`src/rtl/ctrl_sequencer.sv`:
```
// ctrl_sequencer: fetch/execute control FSM for the CPU. Evaluates the
// instruction condition code, stretches multiplies over a fixed number of
// execute cycles, and tracks stack depth with a halt on overflow/underflow.
module ctrl_sequencer #(
    parameter  int COND_IDX_W  = 3,
    parameter  int ALWAYS_IDX  = 6,
    parameter  int MUL_CYCLES  = 4,
    parameter  int STACK_DEPTH = 16,
    localparam int STATUS_W    = 2**COND_IDX_W,
    localparam int SP_W        = $clog2(STACK_DEPTH + 1)
) (
    input  logic                  clk,
    input  logic                  reset_n,
    input  logic                  mem_ready,
    input  logic [STATUS_W-1:0]   status_reg,
    input  logic [COND_IDX_W:0]   cond_code,
    input  logic                  is_ext,
    input  logic                  is_mul,
    input  logic                  is_push,
    input  logic                  is_call,
    input  logic                  is_pop,
    input  logic                  is_rtn,
    input  logic                  is_stp,
    input  logic                  resume,
    output logic [2:0]            state,
    output logic                  pc_cnt_en,
    output logic                  cond_true,
    output logic                  commit,
    output logic                  mul_busy,
    output logic [SP_W-1:0]       sp,
    output logic                  halted,
    output logic [1:0]            halt_cause
);

    typedef enum logic [2:0] {
        ST_FETCH = 3'b000,
        ST_EXEC1 = 3'b001,
        ST_EXEC2 = 3'b010,
        ST_MULW  = 3'b011,
        ST_HALT  = 3'b100
    } state_t;

    typedef enum logic [1:0] {
        CAUSE_NONE = 2'b00,
        CAUSE_STP  = 2'b01,
        CAUSE_OVF  = 2'b10,
        CAUSE_UNF  = 2'b11
    } cause_t;

    // Counter holds the remaining MULW cycles minus one; it is loaded with
    // MUL_CYCLES-2 because EXEC1 already accounts for one execute cycle.
    localparam int                    CNT_W       = (MUL_CYCLES > 2) ? $clog2(MUL_CYCLES - 1) : 1;
    localparam logic [CNT_W-1:0]      MUL_LOAD    = (MUL_CYCLES > 1) ? CNT_W'(MUL_CYCLES - 2) : '0;
    localparam logic                  MUL_WAIT    = (MUL_CYCLES > 1);
    localparam logic [SP_W-1:0]       SP_FULL     = SP_W'(STACK_DEPTH);
    localparam logic [COND_IDX_W-1:0] ALWAYS_CODE = COND_IDX_W'(ALWAYS_IDX);

    state_t           state_q;
    cause_t           cause_q;
    logic [CNT_W-1:0] mul_cnt;
    logic [SP_W-1:0]  sp_q;

    logic [COND_IDX_W-1:0] cond_idx;
    logic                  cond_inv;
    logic                  grow;
    logic                  shrink;
    logic                  stop_hit;
    logic                  ovf_hit;
    logic                  unf_hit;
    logic                  halt_hit;
    logic                  mul_go;

    assign cond_idx = cond_code[COND_IDX_W-1:0];
    assign cond_inv = cond_code[COND_IDX_W];

    // The always index reads true with either invert setting: the inverted
    // form is reserved and must never turn into "never".
    assign cond_true = (cond_idx == ALWAYS_CODE) ? 1'b1 : (status_reg[cond_idx] ^ cond_inv);

    // EXEC1 decode terms, only meaningful while state_q == ST_EXEC1.
    assign grow     = (is_push | is_call) & cond_true;
    assign shrink   = (is_pop | is_rtn) & cond_true;
    assign stop_hit = is_stp & cond_true;
    assign ovf_hit  = grow & (sp_q == SP_FULL);
    assign unf_hit  = shrink & (sp_q == '0);
    assign halt_hit = stop_hit | ovf_hit | unf_hit;
    assign mul_go   = is_mul & cond_true & MUL_WAIT;

    // Sequencer state, halt cause, multiply counter and stack depth.
    always_ff @(posedge clk or negedge reset_n) begin
        if (!reset_n) begin
            state_q <= ST_FETCH;
            cause_q <= CAUSE_NONE;
            mul_cnt <= '0;
            sp_q    <= '0;
        end else begin
            // NOTE: non-blocking assignments so every register here samples
            // the pre-edge values of the others, independent of statement order.
            case (state_q)
                ST_FETCH: begin
                    if (mem_ready) state_q <= ST_EXEC1;
                end
                ST_EXEC1: begin
                    if (stop_hit) begin
                        state_q <= ST_HALT;
                        cause_q <= CAUSE_STP;
                    end else if (ovf_hit) begin
                        state_q <= ST_HALT;
                        cause_q <= CAUSE_OVF;
                    end else if (unf_hit) begin
                        state_q <= ST_HALT;
                        cause_q <= CAUSE_UNF;
                    end else begin
                        if (grow) begin
                            sp_q <= sp_q + SP_W'(1);
                        end else if (shrink) begin
                            sp_q <= sp_q - SP_W'(1);
                        end
                        // The immediate word is skipped even when the
                        // condition is false, so is_ext wins over is_mul.
                        if (is_ext) begin
                            state_q <= ST_EXEC2;
                        end else if (mul_go) begin
                            state_q <= ST_MULW;
                            mul_cnt <= MUL_LOAD;
                        end else begin
                            state_q <= ST_FETCH;
                        end
                    end
                end
                ST_EXEC2: begin
                    state_q <= ST_FETCH;
                end
                ST_MULW: begin
                    if (mul_cnt == '0) begin
                        state_q <= ST_FETCH;
                    end else begin
                        mul_cnt <= mul_cnt - CNT_W'(1);
                    end
                end
                ST_HALT: begin
                    if (resume) begin
                        state_q <= ST_FETCH;
                        cause_q <= CAUSE_NONE;
                    end
                end
                default: begin
                    state_q <= ST_FETCH;
                end
            endcase
        end
    end

    // Datapath strobes decoded from the current state; one cycle per event.
    always_comb begin
        // NOTE: defaults first so no path through the case leaves a strobe
        // unassigned, which would otherwise infer a latch.
        pc_cnt_en = 1'b0;
        commit    = 1'b0;
        case (state_q)
            ST_FETCH: begin
                pc_cnt_en = mem_ready;
            end
            ST_EXEC1: begin
                if (!halt_hit) begin
                    if (is_ext) begin
                        pc_cnt_en = 1'b1;
                    end else if (!mul_go) begin
                        pc_cnt_en = 1'b1;
                        commit    = cond_true;
                    end
                end
            end
            ST_EXEC2: begin
                commit = cond_true;
            end
            ST_MULW: begin
                if (mul_cnt == '0) begin
                    pc_cnt_en = 1'b1;
                    commit    = 1'b1;
                end
            end
            default: begin
                pc_cnt_en = 1'b0;
                commit    = 1'b0;
            end
        endcase
    end

    assign state      = state_q;
    assign mul_busy   = (state_q == ST_MULW);
    assign halted     = (state_q == ST_HALT);
    assign halt_cause = cause_q;
    assign sp         = sp_q;

endmodule

```
`config.mk`:
```
export PLATFORM = sky130hd
export DESIGN_NAME = ctrl_sequencer
export DESIGN_NICKNAME = d
export VERILOG_FILES = /design/src/rtl/ctrl_sequencer.sv
export SDC_FILE = /design/constraint.sdc
export NUM_CORES = 1
export LEC_CHECK = 0
export BUFFER_PORTS_ARGS = -buffer_cell sky130_fd_sc_hd__buf_2
export CORE_UTILIZATION = 35
export DETAILED_ROUTE_END_ITERATION = 16
export PLACE_DENSITY = 0.73
export SYNTH_ARGS = -nofsm -noshare
export SYNTH_HDL_FRONTEND = slang
export SYNTH_SLANG_ARGS = --single-unit
```
`constraint.sdc`:
```
create_clock -name clk -period 2 [get_ports clk]
set_clock_uncertainty 0.1 [all_clocks]
set_input_delay 0.3 -clock clk [delete_from_list [all_inputs] [get_ports clk]]
set_output_delay 0.3 -clock clk [all_outputs]
set_load 0.1 [all_outputs]
```
Word-level counts from Yosys, hierarchy flattened --
Cells that the tools add are included.
Cells by class: add/sub/neg operators 3, magnitude comparators 1, equal/unequal tests 16, multiplexer cells 35, bitwise gates (word level) 14, reduce and logical (&&, ||, !) cells 10
Operator list (number):
- 2-bit two-way mux | 12
- 3-bit two-way mux | 6
- 2-bit inequality test (second input constant) | 8
- 3-bit one-hot mux with 4 select lines | 1
- 5-bit two-way mux | 2
- 1-bit two-way mux | 9
- 2-bit one-hot mux with 2 select lines | 2
- 7-bit AND reduction | 1
- 1-bit bitwise AND | 6
- 3-bit by 2-bit == test with 1-bit output (second input constant) | 2
- 3-bit == test (second input constant) | 2
- 1-bit one-hot mux with 3 select lines | 2
- 3-bit AND reduction | 2
- 2-bit nonzero test | 3
- 5-bit by 1-bit adder with 5-bit output (second input constant) | 1
- 5-bit == test (second input constant) | 1
- 5-bit logical NOT | 1
- 5-bit AND reduction | 1
- 5-bit by 1-bit subtractor with 5-bit output (second input constant) | 1
- 3-bit by 4-bit < comparator with 1-bit output (second input constant) | 1
- 4-bit inequality test (second input constant) | 1
- 1-bit bitwise OR | 4
- 1-bit binary-select mux with 3-bit select | 1
- 3-bit by 1-bit == test with 1-bit output (second input constant) | 1
- 6 further kinds | 8
Word-level totals: register bits 12, bits of input ports 23, output and inout port bits 15, logic and storage cells 83

Depth between registers and ports, before layout --
Gate-level depths: netlist of run 1.
word-level depth 11, gate-level depth with buffers 13, depth with buffers taken out 12

Least setup slack after synthesis of run 1 --
Ideal clock, no wire load.
path type register to output, start reg sp_q[4], in the netlist sp[4], end out pc_cnt_en, arrival 4.039 ns, data required time 1.600 ns, setup slack -2.439 ns, stages on the path, launching flop included 5, buffers on the path 0, cell sequence dfrtp_1 -> or3b_4 -> a31oi_4 -> a21oi_1 -> a221oi_1
On the way: cells in the longest elaborated chain, start to end 6, elaborated cells between the ends (all ways) 8, classes of those cells eq/ne: 1; mux: 2; bitwise: 4; reduce/logical: 1
Ends and longest elaborated chain:
- from (decl) | RTL line 61 | logic [SP_W-1:0] sp_q;
- from (signal assigned) | RTL line 115 | sp_q <= sp_q + SP_W'(1);
- from (signal assigned) | RTL line 117 | sp_q <= sp_q - SP_W'(1);
- 5-bit == test | RTL line 84 | assign ovf_hit = grow & (sp_q == SP_FULL);
- 1-bit bitwise AND | RTL line 84
- 1-bit bitwise OR | RTL line 86 | assign halt_hit = stop_hit | ovf_hit | unf_hit;
- 1-bit bitwise OR (*) | RTL line 86
- 1-bit two-way mux (*) | RTL line 165 | if (!halt_hit) begin
- 1-bit one-hot mux with 3 select lines (*) | RTL line 160 | case (state_q)
- to (decl) | RTL line 26 | output logic pc_cnt_en,
Mark *: on every way between the ends. The rest lies on a longest branch, timed or not.

Final worst setup path of run 1 --
start reg sp_q[4], in the netlist sp[4], end out commit
On the way: cells in the longest elaborated chain, start to end 6, elaborated cells between the ends (all ways) 8, classes of those cells eq/ne: 1; mux: 2; bitwise: 4; reduce/logical: 1
Ends and longest elaborated chain:
- 5-bit == test | RTL line 84
- 1-bit bitwise AND | RTL line 84
- 1-bit bitwise OR | RTL line 86
- 1-bit bitwise OR (*) | RTL line 86
- 1-bit two-way mux (*) | RTL line 165
- 1-bit one-hot mux with 3 select lines (*) | RTL line 160
- to (decl) | RTL line 28 | output logic commit,
Marks and branches as above.

==> results.cfg, run 1 <==
[status]
violations = negative setup slack
status = complete, but fails checks

[global_routing]
grt_usage = 0.208
antenna_found_initial = 0
grt_max_degree = 13
grt_first_pass_wirelength_mm = 5.02
grt_pass1_vias = 1113
grt-ovfl-total = 0

[setup_path]
crit_path_start = sp[4]$_DFFE_PN0P_
ff2ff_setup_slack_ns = -0.18
worstReg2RegStart = sp[4]$_DFFE_PN0P_
cp-end-kind = output pin
worstReg2RegEnd = sp[1]$_DFFE_PN0P_
crit_required_ns = 1.60
worstSetupPathType = flop to output pin
critPathLaunchType = flop
cp-endpoint = commit
arrival_ns = 2.05
r2r_cells = 6
critPathMaxFanout = 3

[synth]
yosysSeqAreaShare = 0.298
synth_edf_count = 0
syn_inst = 111
synthArstFlopShare = 1.00
synthDistinctLibCells = 38
syn_nets = 139
syn_area_per_cell_um2 = 9.07
synth_warnings = 0
synth_seq_cells = 12
synth_ff_type = dfrtp_1
synth_top_family_by_area = simple AND/OR/NAND/NOR gates
synth_fa_ha_area_frac = 0.0696
synth_area_mm2 = 0.00101
synth.area.mux_share = 0.125
synthSimpleGateAreaFrac = 0.252
synth-xor-area-share = 0.0435
synth_compound_area_frac = 0.180

[timing]
hold_ws_ns = 0.196
relSlewSlack = 0.677
rsz0062_at_grt = yes
fin_crit_sh = 1.22
layout_min_cycle_time_ns = 2.45
setup_viol = 7
tightest_slew_ns = 0.488
timing.fmax_ghz = 0.409
drv_slew = 0
final_hold_viol_count = 0
fin_ws_ns = -0.445
fin_setup_tns_ns = -1.59

[clock_network]
cts_buffers = 3
clkSlewWorstSetupHoldPaths_ns = 0.07
clockBufferDepth = 2
cts-root-buf = clkbuf_4
cts.sinks = 12
worstSkewPairLatency_ns = 0.27
cts_tree = done
htree_levels = 1

[die]
core_mm2 = 0.00273
rows = 19
die_area_mm2 = 0.00310
die_x_um = 55.6
io_pins = 38
start_util = 0.368
die_h_um = 55.6

[routing]
wl_per_cell_um = 14.4
drc_errors = 0
top_layer = met4
met2_wirelength_mm = 1.62
avgViaCountPerCell = 5.23
met3_length_um = 122
met1_length_mm = 1.13
wirelength_mm = 2.92
drt_pass1_iterations = 4
drt_iter0_drc = 26
postRouteAntennaNets = 0
vias = 1061

[place]
dp_worst_setup_slack_ns = -0.585
placed_area_mm2 = 0.00153
dp_hpwl_mm = 2.36
gp_congestion = 0.787
place_inst = 197
portBuffers = 37

[pwr]
cellPowerDensity_mw_per_mm2 = 1760
p_leak_nw = 0.749
ir_drop_uv = 2050

[finish]
final_nets = 202
diodes = 0
fill_cells = 248
fin_cells = 203
drive_gt1_frac = 0.552
stdcell_area_mm2 = 0.00160
synthToLayoutAreaGrowth_pct = 58.4

[worst_hold_path]
hold_path_class = input pin to flop

[flow_run]
maxCapViolCount = 0
==> cell type report <==
type	count	area [um^2]	area share
multi-input cells	92	778	0.488
inverters	4	15.0	0.00941
well taps	31	38.8	0.0243
clock buffers	3	22.5	0.0141
repair buffers	61	423	0.265
flip-flops and latches	12	318	0.199
==> cell usage in the layout (no fill, tap or decap), types with 4 or more instances in the layout <==
cell type and instances:
dfrtp_2 5, mux2_4 4, nor2_1 12, inv_1 4
dfrtp_1 4, nand2_1 14, mux2i_1 7, buf_4 23
nand3b_1 4, buf_2 33
==> routing by layer <==
layer / vias to the layer above / GRT usage
li1: 522 / -
met2: 35 / 0.399
met1: 496 / 0.226
met5: - / 0
met4: 0 / 0.0571
met3: 8 / 0.0442
==> worst min-delay path by stage <==
stage,from,to,cells after the start
4_1_cts,is_stp,halt_cause[1]$_DFFE_PN0P_,2
6_report,is_stp,halt_cause[1]$_DFFE_PN0P_,2
3_3_place_gp,reset_n,state[0]$_DFFE_PN0P_,1
2_1_floorplan,reset_n,halt_cause[0]$_DFFE_PN0P_,0
3_5_place_dp,reset_n,sp[4]$_DFFE_PN0P_,1
5_1_grt,is_stp,halt_cause[1]$_DFFE_PN0P_,2
==> metrics by stage <==
stage	power [mW]	util
2_1_floorplan	2.06	-
3_3_place_gp	2.56	0.558
3_5_place_dp	2.62	0.558
4_1_cts	2.82	0.581
5_1_grt	2.97	0.584
6_report	2.81	0.584
==> sequential cells by signal (all words and copies together), names as in the netlist <==
signal,flops
sp,5
halt_cause,2
mul_cnt,2
state,3
==> cells by family (layout without fill, tap and decap cells) <==
kind of cell               after synthesis  after routing
AOI/OAI and AO/OA                       23             23
xor gates and xnor gates                 5              5
adders and majority gates                5              5
buffers and inverters                    7             68
DFF                                     12             12
muxes                                   11             11
and+or+nand+nor                         48             48
==> Yosys cell counts, types with 2 or more instances <==
master / instances / area share
mux2i_1: 7 / 0.070
nand3_1: 3 / 0.015
a21oi_1: 6 / 0.030
nand2b_1: 3 / 0.019
inv_1: 4 / 0.015
ha_1: 4 / 0.050
o21ai_0: 5 / 0.025
dfrtp_1: 12 / 0.30
nand3b_1: 4 / 0.030
a21o_1: 3 / 0.022
nand2_1: 14 / 0.052
xnor2_1: 2 / 0.017
xor2_1: 3 / 0.026
nor2_1: 15 / 0.056
mux2_4: 3 / 0.045
==> report_power, final <==
part	leakage [nW]	internal (mW)	total, mW	switching [mW]
combinational	0.600	0.726	2.16	1.43
clock	0.0138	0.0697	0.144	0.0743
sequential	0.136	0.372	0.511	0.138
==> timing repair <==
action / in CTS / in global routing
hold endpoints to repair: 12 / 0
buffers inserted: 2 / 1
pin swaps: 9 / 4
gates resized for setup: 4 / 0
hold buffers: 1 / 0
endpoints found under the setup margin: 7 / 7
==> worst max-delay path, stage by stage, from the launching register on <==
cell       delay [ns]
dfrtp_4          0.44
or3b_4           0.41
a31oi_4          0.21
nand2_2          0.08
o32ai_2          0.22
a2bb2oi_2        0.10
nor2_4           0.13
buf_12           0.18
Note: power is estimated with default switching activity, not from simulation.
==> inputs of run 2 (changes only) <==
- CORE_ASPECT_RATIO: default -> 1.5
==> run 2 against run 1 <==
  * The flow still finishes with violations (negative setup slack)
  * First-iteration DRC count shrank 46%
  * Core utilization rose by 3.3 points
  * Via count increased by 6.3%
  * Worst setup slack improved by 0.057 ns
  * Die area increased by 0.14%
  * Flip-flop and latch count did not move
  * Critical path type unchanged
  * Largest cell class unchanged
  * Highest routed layer unchanged
==> results.cfg, run 2 (synthesis results as in run 1) <==
[clock_network]
clockBufferDepth = 2
cts_tree = done
cts.sinks = 12
clkSlewWorstSetupHoldPaths_ns = 0.05
cts-root-buf = clkbuf_8
cts_buffers = 3
htree_levels = 1
worstSkewPairLatency_ns = 0.24

[global_routing]
antenna_found_initial = 0
grt_max_degree = 13
grt_first_pass_wirelength_mm = 4.56
grt_pass1_vias = 1163
grt-ovfl-total = 0
grt_usage = 0.201

[timing]
fin_crit_sh = 1.19
setup_viol = 7
timing.fmax_ghz = 0.419
relSlewSlack = 0.674
layout_min_cycle_time_ns = 2.39
drv_slew = 0
tightest_slew_ns = 0.492
fin_ws_ns = -0.388
rsz0062_at_grt = yes
final_hold_viol_count = 0

[pwr]
p_leak_nw = 0.784
ir_drop_uv = 1120
cellPowerDensity_mw_per_mm2 = 1770
finalPower_mw = 2.95

[die]
io_pins = 38
core_mm2 = 0.00271
rows = 23
die_x_um = 45.8
die_area_mm2 = 0.00310
die_h_um = 67.7
start_util = 0.372

[finish]
synthToLayoutAreaGrowth_pct = 65.7
largest_reg_flops = 5
mostFrequentLayoutCells = 33 x buf_2, 26 x buf_4, 14 x nand2_1
diodes = 0
drive_gt1_frac = 0.565
final_nets = 206
fin_cells = 214
layout_commonest_cell = buf_2
fill_cells = 249

[routing]
avgViaCountPerCell = 5.27
postRouteAntennaNets = 0
drt_iter0_drc = 14
drt_pass1_iterations = 4
drc_errors = 0
wirelength_mm = 2.87
wl_per_cell_um = 13.4
vias = 1128

[status]
status = complete, but fails checks
violations = negative setup slack

[setup_path]
arrival_ns = 1.99
worstSetupPathType = flop to output pin
critPathMaxFanout = 4
crit_required_ns = 1.60
cp-end-kind = output pin
critPathLaunchType = flop

[place]
dp_hpwl_mm = 2.29
gp_congestion = 0.788
portBuffers = 37
place_inst = 204

[flow_run]
maxCapViolCount = 0

[worst_hold_path]
hold_path_class = input pin to flop
## run 2: changes by cell type in the layout (fill, tap and decap cells not counted)
cell / before / now
buf_6: 0 / 1
buf_4: 23 / 26
clkbuf_8: 0 / 4
clkbuf_4: 3 / 0
## run 2: stage by stage
step                      worst slack [ns]   util  instance area [um^2]  hold WS [ns]  setup TNS [ns]
after floorplan                     -0.695      -                  1130       -0.0956           -3.05
after global placement              -0.481  0.569                  1540        0.0908           -1.97
after detailed placement            -0.674  0.569                  1540        0.0975           -2.54
after CTS                           -0.395  0.611                  1650         0.239           -1.85
after global routing                -0.441  0.617                  1670         0.238           -2.83
final                               -0.388  0.617                  1670         0.243           -2.28
## run 2: path summary, 6_finish.rpt
check / from / slack (ns) / endpoint / cells past startpoint
setup reg to reg: sp[4]$_DFFE_PN0P_ / -0.35 / sp[3]$_DFFE_PN0P_ / 8
hold / removal: is_stp / 0.24 / halt_cause[1]$_DFFE_PN0P_ / 2
setup / recovery: sp[4]$_DFFE_PN0P_ / -0.39 / commit / 7
hold reg to reg: halt_cause[1]$_DFFE_PN0P_ / 0.44 / halt_cause[1]$_DFFE_PN0P_ / 2
max in group asynchronous: reset_n / 1.17 / state[0]$_DFFE_PN0P_ / 2
min in group asynchronous: reset_n / 0.38 / sp[2]$_DFFE_PN0P_ / 2
## run 2: cell type report
type | count | area [um^2] | area share
clock buffers | 4 | 55.1 | 0.0330
multi-input cells | 92 | 778 | 0.466
inverters | 4 | 15.0 | 0.00900
flip-flops and latches | 12 | 318 | 0.190
repair buffers | 65 | 457 | 0.274
well taps | 37 | 46.3 | 0.0277
## run 2: report_power, final
group / internal, mW / switching (mW)
Clock: 0.174 / 0.0883
Combinational: 0.751 / 1.44
Sequential: 0.373 / 0.134
## run 2: layer usage
metal | part of all wire | track usage | up-vias | wire length, um
met3 | 0.056 | 0.0267 | 6 | 160
met1 | 0.38 | 0.210 | 541 | 1090
met5 | 0 | 0 | - | 0
met4 | 0.015 | 0.107 | 0 | 42
li1 | - | - | 531 | -
met2 | 0.55 | 0.371 | 50 | 1570
## run 2: timing repair
item,CTS,global route
resized for setup,5,0
hold endpoints to repair,12,0
buffers inserted,4,2
pin swaps,8,3
setup endpoints to repair,8,8
hold buffers,1,0
## run 2: worst max-delay path: stages (launching register included)
cell and delay, ns:
dfrtp_4 0.43, or3b_4 0.41, a31oi_4 0.21, nand2_2 0.08
o32ai_2 0.22, a2bb2oi_2 0.10, nor2_4 0.13, buf_12 0.18
